File: config.mk
export PLATFORM = sky130hd
export DESIGN_NAME = vx_tex_dcr_queue
export DESIGN_NICKNAME = d
export VERILOG_FILES = /design/src/rtl/vx_tex_dcr_queue.sv
export SDC_FILE = /design/constraint.sdc
export NUM_CORES = 1
export LEC_CHECK = 0
export BUFFER_PORTS_ARGS = -buffer_cell sky130_fd_sc_hd__buf_4
export CORE_ASPECT_RATIO = 1.1
export CORE_MARGIN = 4
export CORE_UTILIZATION = 52
export CTS_CLUSTER_DIAMETER = 200
export CTS_CLUSTER_SIZE = 28
export DETAILED_ROUTE_END_ITERATION = 7
export PLACE_DENSITY = 0.87
export SYNTH_ARGS = -nofsm -noshare
export SYNTH_HDL_FRONTEND = slang
export SYNTH_SLANG_ARGS = --single-unit
File: constraint.sdc
create_clock -name clk -period 2.5 [get_ports clk]
set_clock_uncertainty 0.15 [all_clocks]
set_input_delay 0.125 -clock clk [delete_from_list [all_inputs] [get_ports clk]]
set_output_delay 0.125 -clock clk [all_outputs]
set_load 0.02 [all_outputs]
File: src/rtl/vx_tex_dcr_queue.sv
// vx_tex_dcr_queue: in-order DCR write buffer that issues single-cycle write pulses only while the texture pipeline is idle
module vx_tex_dcr_queue #(
    parameter int DEPTH        = 4,
    parameter int ADDR_WIDTH   = 12,
    parameter int DATA_WIDTH   = 32,
    parameter int HOLD_ON_BUSY = 1
) (
    input  logic                         clk,
    input  logic                         reset,
    input  logic                         in_valid,
    input  logic [ADDR_WIDTH-1:0]        in_addr,
    input  logic [DATA_WIDTH-1:0]        in_data,
    output logic                         in_ready,
    input  logic                         tex_idle,
    output logic                         out_write_valid,
    output logic [ADDR_WIDTH-1:0]        out_write_addr,
    output logic [DATA_WIDTH-1:0]        out_write_data,
    output logic [$clog2(DEPTH+1)-1:0]   pending,
    output logic                         empty
);
    localparam int PW = $clog2(DEPTH);
    localparam int CW = $clog2(DEPTH+1);

    logic [ADDR_WIDTH-1:0] addr_mem_q [DEPTH];
    logic [DATA_WIDTH-1:0] data_mem_q [DEPTH];
    logic [PW-1:0]         rd_ptr_q, rd_ptr_d, wr_ptr_q, wr_ptr_d;
    logic [CW-1:0]         count_q, count_d;
    logic                  out_valid_q;
    logic [ADDR_WIDTH-1:0] out_addr_q;
    logic [DATA_WIDTH-1:0] out_data_q;
    logic                  push, pop;

    assign in_ready        = count_q != CW'(DEPTH);
    assign push            = in_valid && in_ready;
    assign pop             = (count_q != '0) && (tex_idle || HOLD_ON_BUSY == 0);
    assign out_write_valid = out_valid_q;
    assign out_write_addr  = out_addr_q;
    assign out_write_data  = out_data_q;
    assign pending         = count_q;
    assign empty           = (count_q == '0) && !out_valid_q;

    // next pointers and occupancy; pointers wrap naturally since DEPTH is a power of two
    always_comb begin
        rd_ptr_d = pop ? rd_ptr_q + 1'b1 : rd_ptr_q;
        wr_ptr_d = push ? wr_ptr_q + 1'b1 : wr_ptr_q;
        count_d  = count_q + CW'(push) - CW'(pop);
    end

    // entry storage, needs no reset because count gates every read
    always_ff @(posedge clk) begin
        if (push) begin
            addr_mem_q[wr_ptr_q] <= in_addr;
            data_mem_q[wr_ptr_q] <= in_data;
        end
    end

    // queue state and the registered write pulse; reset drops everything including a pulse in flight
    always_ff @(posedge clk or posedge reset) begin
        if (reset) begin
            rd_ptr_q    <= '0;
            wr_ptr_q    <= '0;
            count_q     <= '0;
            out_valid_q <= 1'b0;
            out_addr_q  <= '0;
            out_data_q  <= '0;
        end else begin
            rd_ptr_q    <= rd_ptr_d;
            wr_ptr_q    <= wr_ptr_d;
            count_q     <= count_d;
            out_valid_q <= pop;
            if (pop) begin
                out_addr_q <= addr_mem_q[rd_ptr_q];
                out_data_q <= data_mem_q[rd_ptr_q];
            end
        end
    end
endmodule

==> run metrics, run 1 <==
result of the run=finished, final reports clean; number of vias after detailed routing=4311; wire length of the first global-routing pass=25.4 mm; clock root buffer=sky130_fd_sc_hd__clkbuf_16; Initial Utilization=53.3%; top fanout value on the critical path=4; Hold Violations, Final=0; tightest slew margin relative to the limit=20.4%; EDFF count, synth=176; type of the worst setup path=reg -> reg; worst slack at placement=42.8 ps; endpoint kind of the worst setup timing path=register; ANT cells=0; Min-Delay Endpoint=pending[1]; CP Cell Sequence=or3b_4, and2_4, inv_2, ha_4, inv_1, ha_1, inv_1, fa_2, xnor2_2, xnor2_1; length in cells of the worst reg-to-reg path=10; Final Routed Wirelength=16.0 mm; final worst setup slack=136 ps; reported net switching power=0.00365 W; Post-Synthesis Net Count=507; distinct cell type count of the synthesized netlist=18; dominant synthesized flop cell=sky130_fd_sc_hd__edfxtp_1; cell type of the slowest stage on the worst timing path=sky130_fd_sc_hd__or3b_4; floorplan die height=142 um; Core Region=15800 um2; maximum vdd drop=0.671 mV; global-route track usage on met1=24.3%; Leak Pwr=3.97 nW; data arrival time of the worst path=2570 ps; CTS H-tree lvls=1; Cell Int Power=0.00795 W; most numerous cell in the Yosys netlist=sky130_fd_sc_hd__edfxtp_1; Reg2Reg Launch Point=pending[1]; fin crit period=2360 ps; transition time at the pin with the least slew margin=1190 ps; I/O pins=98; GR Util met2=31.7%; Global Route met3 Usage=1.96%; instance count along the most critical hold path=6; DP Wirelength=9.41 mm; Final nets=659; endpoint of the most critical register-to-register path=pending[2]; startpoint of the tightest hold check path=tex_idle; WL/cell=19.7 um; RSZ-0062 raised after global routing=no; number of sinks handled by clock tree synthesis=228; via count of the first global-routing pass=4655; grt ovf=0; slowest stage delay, CP=420 ps; clock latency at the later pin of the worst-skew pair=460 ps; R2R Setup Slk=140 ps; kind of start point of the critical path=register; standard-cell row count=48; initial antenna violation count=0; clock slew seen by the registers of the worst setup and hold paths=100 ps; Switching Fraction=31.5%; path type of the worst min-delay path=in -> reg; number of max-cap violations=0; area of the die=18300 um2; antenna viol nets, final=0; CTS tree=yes; layout cell share with drive strength beyond 1=30.7%; sequential group share of total power=49.0%; pin count of the biggest net entering global routing=47; fraction of registers with async set/reset=22.8%; router iterations before antenna repair=5; Final GP Congestion=0.669; maximum clock rate=0.423 GHz; number of instances in the synthesized netlist=452; fraction of power consumed by the clock network=18.4%; count of synthesis-stage warnings from yosys=0; Pwr per Cell Area=1130 nW/um2; number of pins with negative max-slew slack in the final report=0; cell area after technology mapping=8430 um2; average instance area after synthesis=18.6 um2; most common library cells after synthesis=sky130_fd_sc_hd__edfxtp_1, sky130_fd_sc_hd__nand2_1, sky130_fd_sc_hd__dfrtp_1; top post-synthesis cells by area=sky130_fd_sc_hd__edfxtp_1, sky130_fd_sc_hd__dfrtp_1, sky130_fd_sc_hd__mux4_2; number of buffer cells added on primary ports=97; sequential share of the synthesized area=78.2%; DRT iter0 DRCs=362; worst hold slack after final layout=114 ps; most frequent CP cell=sky130_fd_sc_hd__inv_1; number of setup violations in the final report=0; area overhead of the layout relative to synthesis=22.3%; cell count after placement=742; Cell Count, Final, Fillers Out=810; Overall Global Routing Usage=17.9%; mean number of vias per cell=5.32; share of power burned in combinational logic=32.6%; number of buffers inserted during clock tree synthesis=12; DRC=0; area share of the largest cell type after synthesis=62.7%; WP data required=2700 ps; most utilized layer in the global route result=met2; Final period util=94.6%; Bufs on Longest Clock Path=3; Die X-Extent=129 um; Synth Register Bits=228; area leader, netlist=sky130_fd_sc_hd__edfxtp_1
[worst max path at each step]
stage / end / cells after the start / slack, ps / start
detailed placement: pending[2] / 10 / 40 / pending[0]
global route: data_mem_q[3][18] / 3 / 30 / pending[2]
finish: pending[2] / 10 / 140 / pending[1]
global placement: pending[2] / 10 / 120 / pending[0]
CTS: pending[2] / 10 / 20 / pending[0]
floorplan: pending[2] / 10 / -20 / pending[0]
[placed cells by master, fill, tap and decap left out, drive strengths merged]
| master | n |
|---|---|
| nor4 | 1 |
| buf | 110 |
| fa | 1 |
| ha | 6 |
| o31ai | 1 |
| xnor2 | 5 |
| and2 | 1 |
| inv | 8 |
| dfrtp | 52 |
| edfxtp | 176 |
| and3 | 4 |
| clkbuf | 19 |
| clkinv | 1 |
| mux4 | 44 |
| mux2 | 1 |
| dlygate4sd3 | 46 |
| or3b | 1 |
| nand2 | 133 |
[registers in the layout, summed over array words and instances, names as in the netlist]
name / cells
addr_mem_q: 48
data_mem_q: 128
out_write_addr: 12
out_write_data: 32
out_write_valid: 1
pending: 3
rd_ptr_q: 2
wr_ptr_q: 2
[power by group through the flow]
stage | Clock (W) | Combinational, W | Sequential [W]
finish | 0.00213 | 0.00379 | 0.00568
global route | 0.00234 | 0.00412 | 0.00580
CTS | 0.00218 | 0.00384 | 0.00570
detailed placement | 0 | 0.00377 | 0.00579
global placement | 0 | 0.00364 | 0.00571
floorplan | 0 | 0.00209 | 0.00601
[area by class of cell]
type / instances / area, um2
clock buffer: 19 / 348
clock inverter: 1 / 30.0
tap: 200 / 250
fill: 1054 / 5490
timing repair buffer: 156 / 1310
inverter: 8 / 30.0
sequential: 228 / 6600
multi-input combinational: 198 / 1740
[layer usage]
| layer | vias to the layer above | part of all wire [%] |
|---|---|---|
| li1 | 1968 | - |
| met4 | 0 | 1.4 |
| met1 | 2248 | 41 |
| met2 | 79 | 54 |
| met3 | 16 | 3.5 |
| met5 | - | 0 |
[critical path: cells and delay by family (launching register included)]
| kind | cells | cell delay [ps] |
|---|---|---|
| buf+inv | 3 | 160 |
| flops | 1 | 410 |
| fa+ha+maj | 3 | 670 |
| simple gates | 2 | 590 |
| xor+xnor | 2 | 280 |
[per-stage QoR]
stage | TNS (ps) | utilization (%) | cell area, um2 | power (W)
finish | 0 | 65.3 | 10300 | 0.0116
global route | 0 | 65.3 | 10300 | 0.0123
CTS | 0 | 65.2 | 10300 | 0.0117
detailed placement | 0 | 59.9 | 9460 | 0.00956
global placement | 0 | 59.9 | 9460 | 0.00935
floorplan | -18.7 | - | 8460 | 0.00810
[cells by family after synthesis]
kind of cell	share of synthesized area [%]
flip-flops	78.2
AND/OR/NAND/NOR	6.59
multiplexers	11.9
buffers and inverters	1.40
adder cells (fa/ha/maj)	1.13
XOR/XNOR	0.520
AO/OA/AOI/OAI	0.252
[timing repair]
action	in CTS	in global routing
endpoints found under the setup margin	0	1
hold buffers	46	0
gates resized for setup	0	1
buffers inserted	0	2
endpoints found under the hold margin	199	0
Note: power is estimated with default switching activity, not from simulation.
==> run 2, diff against run 1 <==
BUFFER_PORTS_ARGS = -buffer_cell sky130_fd_sc_hd__buf_2   (was -buffer_cell sky130_fd_sc_hd__buf_4)
==> run metrics, run 2 (synthesis gave the netlist of run 1 again) <==
result of the run=finished, final reports clean (unchanged); number of max-cap violations=0 (unchanged); number of buffer cells added on primary ports=97 (unchanged); number of setup violations in the final report=0 (unchanged); mean number of vias per cell=5.32 (about the same); WL/cell=19.1 um (was 19.7 um); post-CTS setup buffers=0 (unchanged); flip-flop count of the largest register after layout=128 (unchanged); worst slack at placement=56.2 ps (was 42.8 ps); share of power burned in combinational logic=31.1% (was 32.6%); DRT iter0 DRCs=380 (was 362); number of sinks handled by clock tree synthesis=228 (unchanged); largest reg by FF count=data_mem_q (unchanged); area of the die=18300 um2 (unchanged); number of buffers inserted during clock tree synthesis=12 (unchanged); ANT cells=0 (unchanged); pin count of the biggest net entering global routing=47 (unchanged); number of vias after detailed routing=4296 (was 4311); standard-cell row count=48 (unchanged); WP data required=2710 ps (was 2700 ps); antenna viol nets, final=0 (unchanged); most frequent cells in the layout=sky130_fd_sc_hd__edfxtp_1, sky130_fd_sc_hd__nand2_1, sky130_fd_sc_hd__buf_2 (was sky130_fd_sc_hd__edfxtp_1, sky130_fd_sc_hd__nand2_1, sky130_fd_sc_hd__buf_4); RSZ-0062 raised after global routing=no (unchanged); Final Routed Wirelength=15.4 mm (was 16.0 mm); commonest non-fill, non-tap cell in the layout=sky130_fd_sc_hd__edfxtp_1 (unchanged); initial antenna violation count=0 (unchanged); layout cell share with drive strength beyond 1=30.3% (was 30.7%); clock root buffer=sky130_fd_sc_hd__clkbuf_16 (unchanged); fin crit period=2410 ps (was 2360 ps); DP Wirelength=8.97 mm (was 9.41 mm); I/O pins=98 (unchanged); area overhead of the layout relative to synthesis=19.2% (was 22.3%); data arrival time of the worst path=2610 ps (was 2570 ps); maximum vdd drop=0.782 mV (was 0.671 mV); grt ovf=0 (unchanged); DRC=0 (unchanged); router iterations before antenna repair=6 (was 5); sequential group share of total power=50.1% (was 49.0%); Bufs on Longest Clock Path=3 (unchanged); Hold Violations, Final=0 (unchanged); CTS tree=yes (unchanged); fraction of power consumed by the clock network=18.9% (was 18.4%); kind of start point of the critical path=register (unchanged); final worst setup slack=94.5 ps (was 136 ps); Final GP Congestion=0.683 (was 0.669); via count of the first global-routing pass=4703 (was 4655); Final period util=96.2% (was 94.6%); Die X-Extent=129 um (unchanged); transition time at the pin with the least slew margin=1190 ps (about the same); reported net switching power=0.00360 W (was 0.00365 W); path type of the worst min-delay path=in -> async (was in -> reg); Cell Int Power=0.00769 W (was 0.00795 W); CTS H-tree lvls=1 (unchanged); Leak Pwr=3.88 nW (was 3.97 nW); Core Region=15800 um2 (unchanged); Initial Utilization=53.3% (unchanged); Final nets=656 (was 659); endpoint kind of the worst setup timing path=register (unchanged); Cell Count, Final, Fillers Out=807 (was 810); maximum clock rate=0.416 GHz (was 0.423 GHz); clock latency at the later pin of the worst-skew pair=460 ps (about the same); Pwr per Cell Area=1120 nW/um2 (was 1130 nW/um2); top fanout value on the critical path=6 (was 4); Switching Fraction=31.9% (was 31.5%); Overall Global Routing Usage=17.6% (was 17.9%); clock slew seen by the registers of the worst setup and hold paths=100 ps (about the same); number of pins with negative max-slew slack in the final report=0 (unchanged); cell count after placement=741 (was 742); tightest slew margin relative to the limit=20.7% (was 20.4%); type of the worst setup path=reg -> reg (unchanged); floorplan die height=142 um (unchanged); wire length of the first global-routing pass=24.9 mm (was 25.4 mm)
-- run 2: cell types whose count changed in the layout (fill, tap and decap cells not counted) --
| cell | change |
|---|---|
| sky130_fd_sc_hd__buf_2 | +97 |
| sky130_fd_sc_hd__buf_4 | -100 |
-- run 2: final cells by class --
type                       instances  area, um2
fill                            1138       5750
inverter                           8       30.0
sequential                       228       6600
tap                              200        250
clock buffer                      19        348
multi-input combinational        198       1740
clock inverter                     1       30.0
timing repair buffer             153       1050
-- run 2: worst max-delay path, cell delays in order (launching register included) --
cell and delay [ps]:
sky130_fd_sc_hd__dfrtp_2 410, sky130_fd_sc_hd__or3b_4 430, sky130_fd_sc_hd__and2_4 170, sky130_fd_sc_hd__inv_2 70, sky130_fd_sc_hd__ha_4 190, sky130_fd_sc_hd__inv_1 50
sky130_fd_sc_hd__ha_1 130, sky130_fd_sc_hd__inv_1 50, sky130_fd_sc_hd__fa_2 370, sky130_fd_sc_hd__xnor2_2 150, sky130_fd_sc_hd__xnor2_1 120
-- run 2: what timing repair did --
action                                  CTS  global route
endpoints found under the setup margin    0             1
endpoints found under the hold margin   203             0
hold buffers                             46             0
gates resized for setup                   0             1
-- run 2: power by group through the flow --
stage | logic, W | registers, W | clock network (W)
final | 0.00351 | 0.00565 | 0.00213
after global routing | 0.00383 | 0.00578 | 0.00236
after CTS | 0.00359 | 0.00568 | 0.00218
after detailed placement | 0.00351 | 0.00576 | 0
after global placement | 0.00340 | 0.00568 | 0
after floorplan | 0.00209 | 0.00601 | 0
-- run 2: routing by layer --
layer	track usage [%]	share of wire [%]
met4	3.87	1.2
met5	0	0
met2	31.8	55
met1	22.7	39
met3	2.56	5.5
-- run 2: through the flow --
stage | util (%) | hold slack (ps) | power [W] | setup TNS [ps] | cell area (um2)
floorplan | - | 73.9 | 0.00810 | -18.7 | 8460
global placement | 58.3 | 64.5 | 0.00908 | 0 | 9210
detailed placement | 58.3 | 81.3 | 0.00927 | 0 | 9210
CTS | 63.6 | 101 | 0.0114 | 0 | 10000
global route | 63.6 | 125 | 0.0120 | 0 | 10000
finish | 63.6 | 107 | 0.0113 | 0 | 10000
-- run 2: final timing paths --
path	startpoint	end	slack, ps	depth (start not counted)
setup / recovery	pending[0]	pending[2]	90	10
hold / removal	reset	out_write_data[27]	110	3
setup reg to reg	pending[0]	pending[2]	90	10
hold reg to reg	out_write_data[1]	out_write_data[1]	320	2
max in group asynchronous	reset	rd_ptr_q[0]	1220	4
min in group clk	tex_idle	pending[0]	110	6
==> run 3, diff against run 2 <==
SETUP_SLACK_MARGIN = 0.5   (was default)
clock period = 2.07 ns   (was 2.5 ns; I/O delays follow)
==> run metrics, run 3 (synthesis gave the netlist of run 1 again) <==
via count of the first global-routing pass=4935 (was 4703); clock root buffer=sky130_fd_sc_hd__clkbuf_16 (unchanged); Hold Violations, Final=0 (unchanged); Leak Pwr=4.20 nW (was 3.88 nW); final worst setup slack=-267 ps (was 94.5 ps); Core Region=15800 um2 (unchanged); fin crit period=2340 ps (was 2410 ps); WL/cell=23.2 um (was 19.1 um); layout cell share with drive strength beyond 1=35.7% (was 30.3%); DRC=0 (unchanged); maximum vdd drop=0.726 mV (was 0.782 mV); number of buffers inserted during clock tree synthesis=12 (unchanged); Final nets=693 (was 656); initial antenna violation count=0 (unchanged); commonest non-fill, non-tap cell in the layout=sky130_fd_sc_hd__edfxtp_1 (unchanged); router iterations before antenna repair=5 (was 6); clock latency at the later pin of the worst-skew pair=470 ps (was 460 ps); violations in the final reports=negative setup slack; utilization after layout=67.9% (was 63.6%); global-route track usage on met1=29.8% (was 22.7%); result of the run=finished, violations left (was finished, final reports clean); Final GP Congestion=0.778 (was 0.683); area overhead of the layout relative to synthesis=27.2% (was 19.2%); wire length of the first global-routing pass=29.5 mm (was 24.9 mm); standard-cell row count=48 (unchanged); kind of start point of the critical path=register (unchanged); number of buffer cells added on primary ports=97 (unchanged); number of pins with negative max-slew slack in the final report=0 (unchanged); cell count after placement=745 (was 741); area taken by flip-flops and latches=6600 um2 (unchanged); I/O pins=98 (unchanged); WP data required=2280 ps (was 2710 ps); Cell Count, Final, Fillers Out=844 (was 807); Final Routed Wirelength=19.6 mm (was 15.4 mm); number of sinks handled by clock tree synthesis=228 (unchanged); grt ovf=0 (unchanged); most frequent cells in the layout=sky130_fd_sc_hd__edfxtp_1, sky130_fd_sc_hd__nand2_1, sky130_fd_sc_hd__buf_2 (unchanged); maximum clock rate=0.428 GHz (was 0.416 GHz); floorplan die height=142 um (unchanged); worst slack at placement=-360 ps (was 56.2 ps); DP Wirelength=9.40 mm (was 8.97 mm); top fanout value on the critical path=2 (was 6); flip-flop count of the largest register after layout=128 (unchanged); Pwr per Cell Area=1400 nW/um2 (was 1120 nW/um2); ANT cells=0 (unchanged); RSZ-0062 raised after global routing=yes (was no); CTS tree=yes (unchanged); clock slew seen by the registers of the worst setup and hold paths=100 ps (about the same); type of the worst setup path=reg -> reg (unchanged); number of max-cap violations=0 (unchanged); largest reg by FF count=data_mem_q (unchanged); DRT iter0 DRCs=606 (was 380); Bufs on Longest Clock Path=3 (unchanged); Overall Global Routing Usage=21.8% (was 17.6%); mean number of vias per cell=5.66 (was 5.32); CTS H-tree lvls=1 (unchanged); number of inserted filler cells in the final layout=985 (was 1138); pin count of the biggest net entering global routing=45 (was 47); data arrival time of the worst path=2550 ps (was 2610 ps); GR Util met2=37.4% (was 31.8%); most utilized layer in the global route result=met2 (unchanged); path type of the worst min-delay path=in -> async (unchanged); Final period util=113% (was 96.2%); number of vias after detailed routing=4774 (was 4296); endpoint kind of the worst setup timing path=register (unchanged); number of setup violations in the final report=2 (was 0); tightest slew margin relative to the limit=56.5% (was 20.7%); Die X-Extent=129 um (unchanged); antenna viol nets, final=0 (unchanged); Initial Utilization=53.3% (unchanged); transition time at the pin with the least slew margin=652 ps (was 1190 ps); footprint of the multi-input gates=1880 um2 (was 1740 um2); Global Route met3 Usage=3.28% (was 2.56%); length in cells of the worst reg-to-reg path=10 (unchanged); area of the die=18300 um2 (unchanged)
[run 3: changes by cell type in the layout (fill, tap and decap cells not counted), sizes merged]
| cell | before | now |
|---|---|---|
| buf | 107 | 133 |
| and3 | 4 | 15 |
| bufbuf | 0 | 1 |
| dlygate4sd3 | 46 | 45 |
[run 3: through the flow]
step / setup TNS (ps) / cell area (um2) / power [W] / hold slack, ps
final: -434 / 10700 / 0.0151 / 66.8
after global routing: -1540 / 10700 / 0.0158 / 101
after CTS: -421 / 10600 / 0.0150 / 67.3
after detailed placement: -588 / 9260 / 0.0113 / 24.0
after global placement: -425 / 9260 / 0.0111 / 7.78
after floorplan: -806 / 8510 / 0.00985 / 52.4
[run 3: routing by layer]
layer  vias up  routed length (um)  part of all wire, %
met5         -                   0                    0
met4         0                 427                  2.2
met3        30                1380                  7.0
met2       201               10200                   52
met1      2469                7580                   39
li1       2074                   -                    -
[run 3: layout make-up]
class	count	share of cell area [%]
timing repair buffer	179	14.8
inverter	8	0.327
multi-input combinational	209	17.5
sequential	228	61.5
tap	200	2.33
clock buffer	19	3.24
clock inverter	1	0.280
[run 3: final timing paths]
path	endpoint	from	slack [ps]
max	pending[2]	pending[1]	-270
min	wr_ptr_q[0]	reset	70
max reg2reg	pending[2]	pending[1]	-270
min reg2reg	out_write_data[2]	out_write_data[2]	330
max in group asynchronous	out_write_data[10]	reset	1010
min in group clk	pending[1]	tex_idle	130
[run 3: timing repair]
| item | CTS | global route |
|---|---|---|
| hold buffers | 45 | 0 |
| endpoints found under the hold margin | 209 | 0 |
| gates resized for setup | 36 | 12 |
| endpoints found under the setup margin | 228 | 230 |
| pin swaps | 26 | 8 |
| buffers inserted | 11 | 2 |
| gates cloned | 18 | 3 |
[run 3: power breakdown]
part           switching (W)  internal [W]
combinational        0.00307       0.00270
sequential          0.000482       0.00622
clock                0.00138       0.00120
[run 3: critical path, stage by stage (launching register included)]
cell and delay (ps):
sky130_fd_sc_hd__dfrtp_2 420, sky130_fd_sc_hd__or3b_4 400, sky130_fd_sc_hd__and2_4 160, sky130_fd_sc_hd__inv_4 50, sky130_fd_sc_hd__ha_4 190, sky130_fd_sc_hd__inv_4 60
sky130_fd_sc_hd__ha_4 130, sky130_fd_sc_hd__inv_2 40, sky130_fd_sc_hd__fa_2 350, sky130_fd_sc_hd__xnor2_2 150, sky130_fd_sc_hd__xnor2_1 130
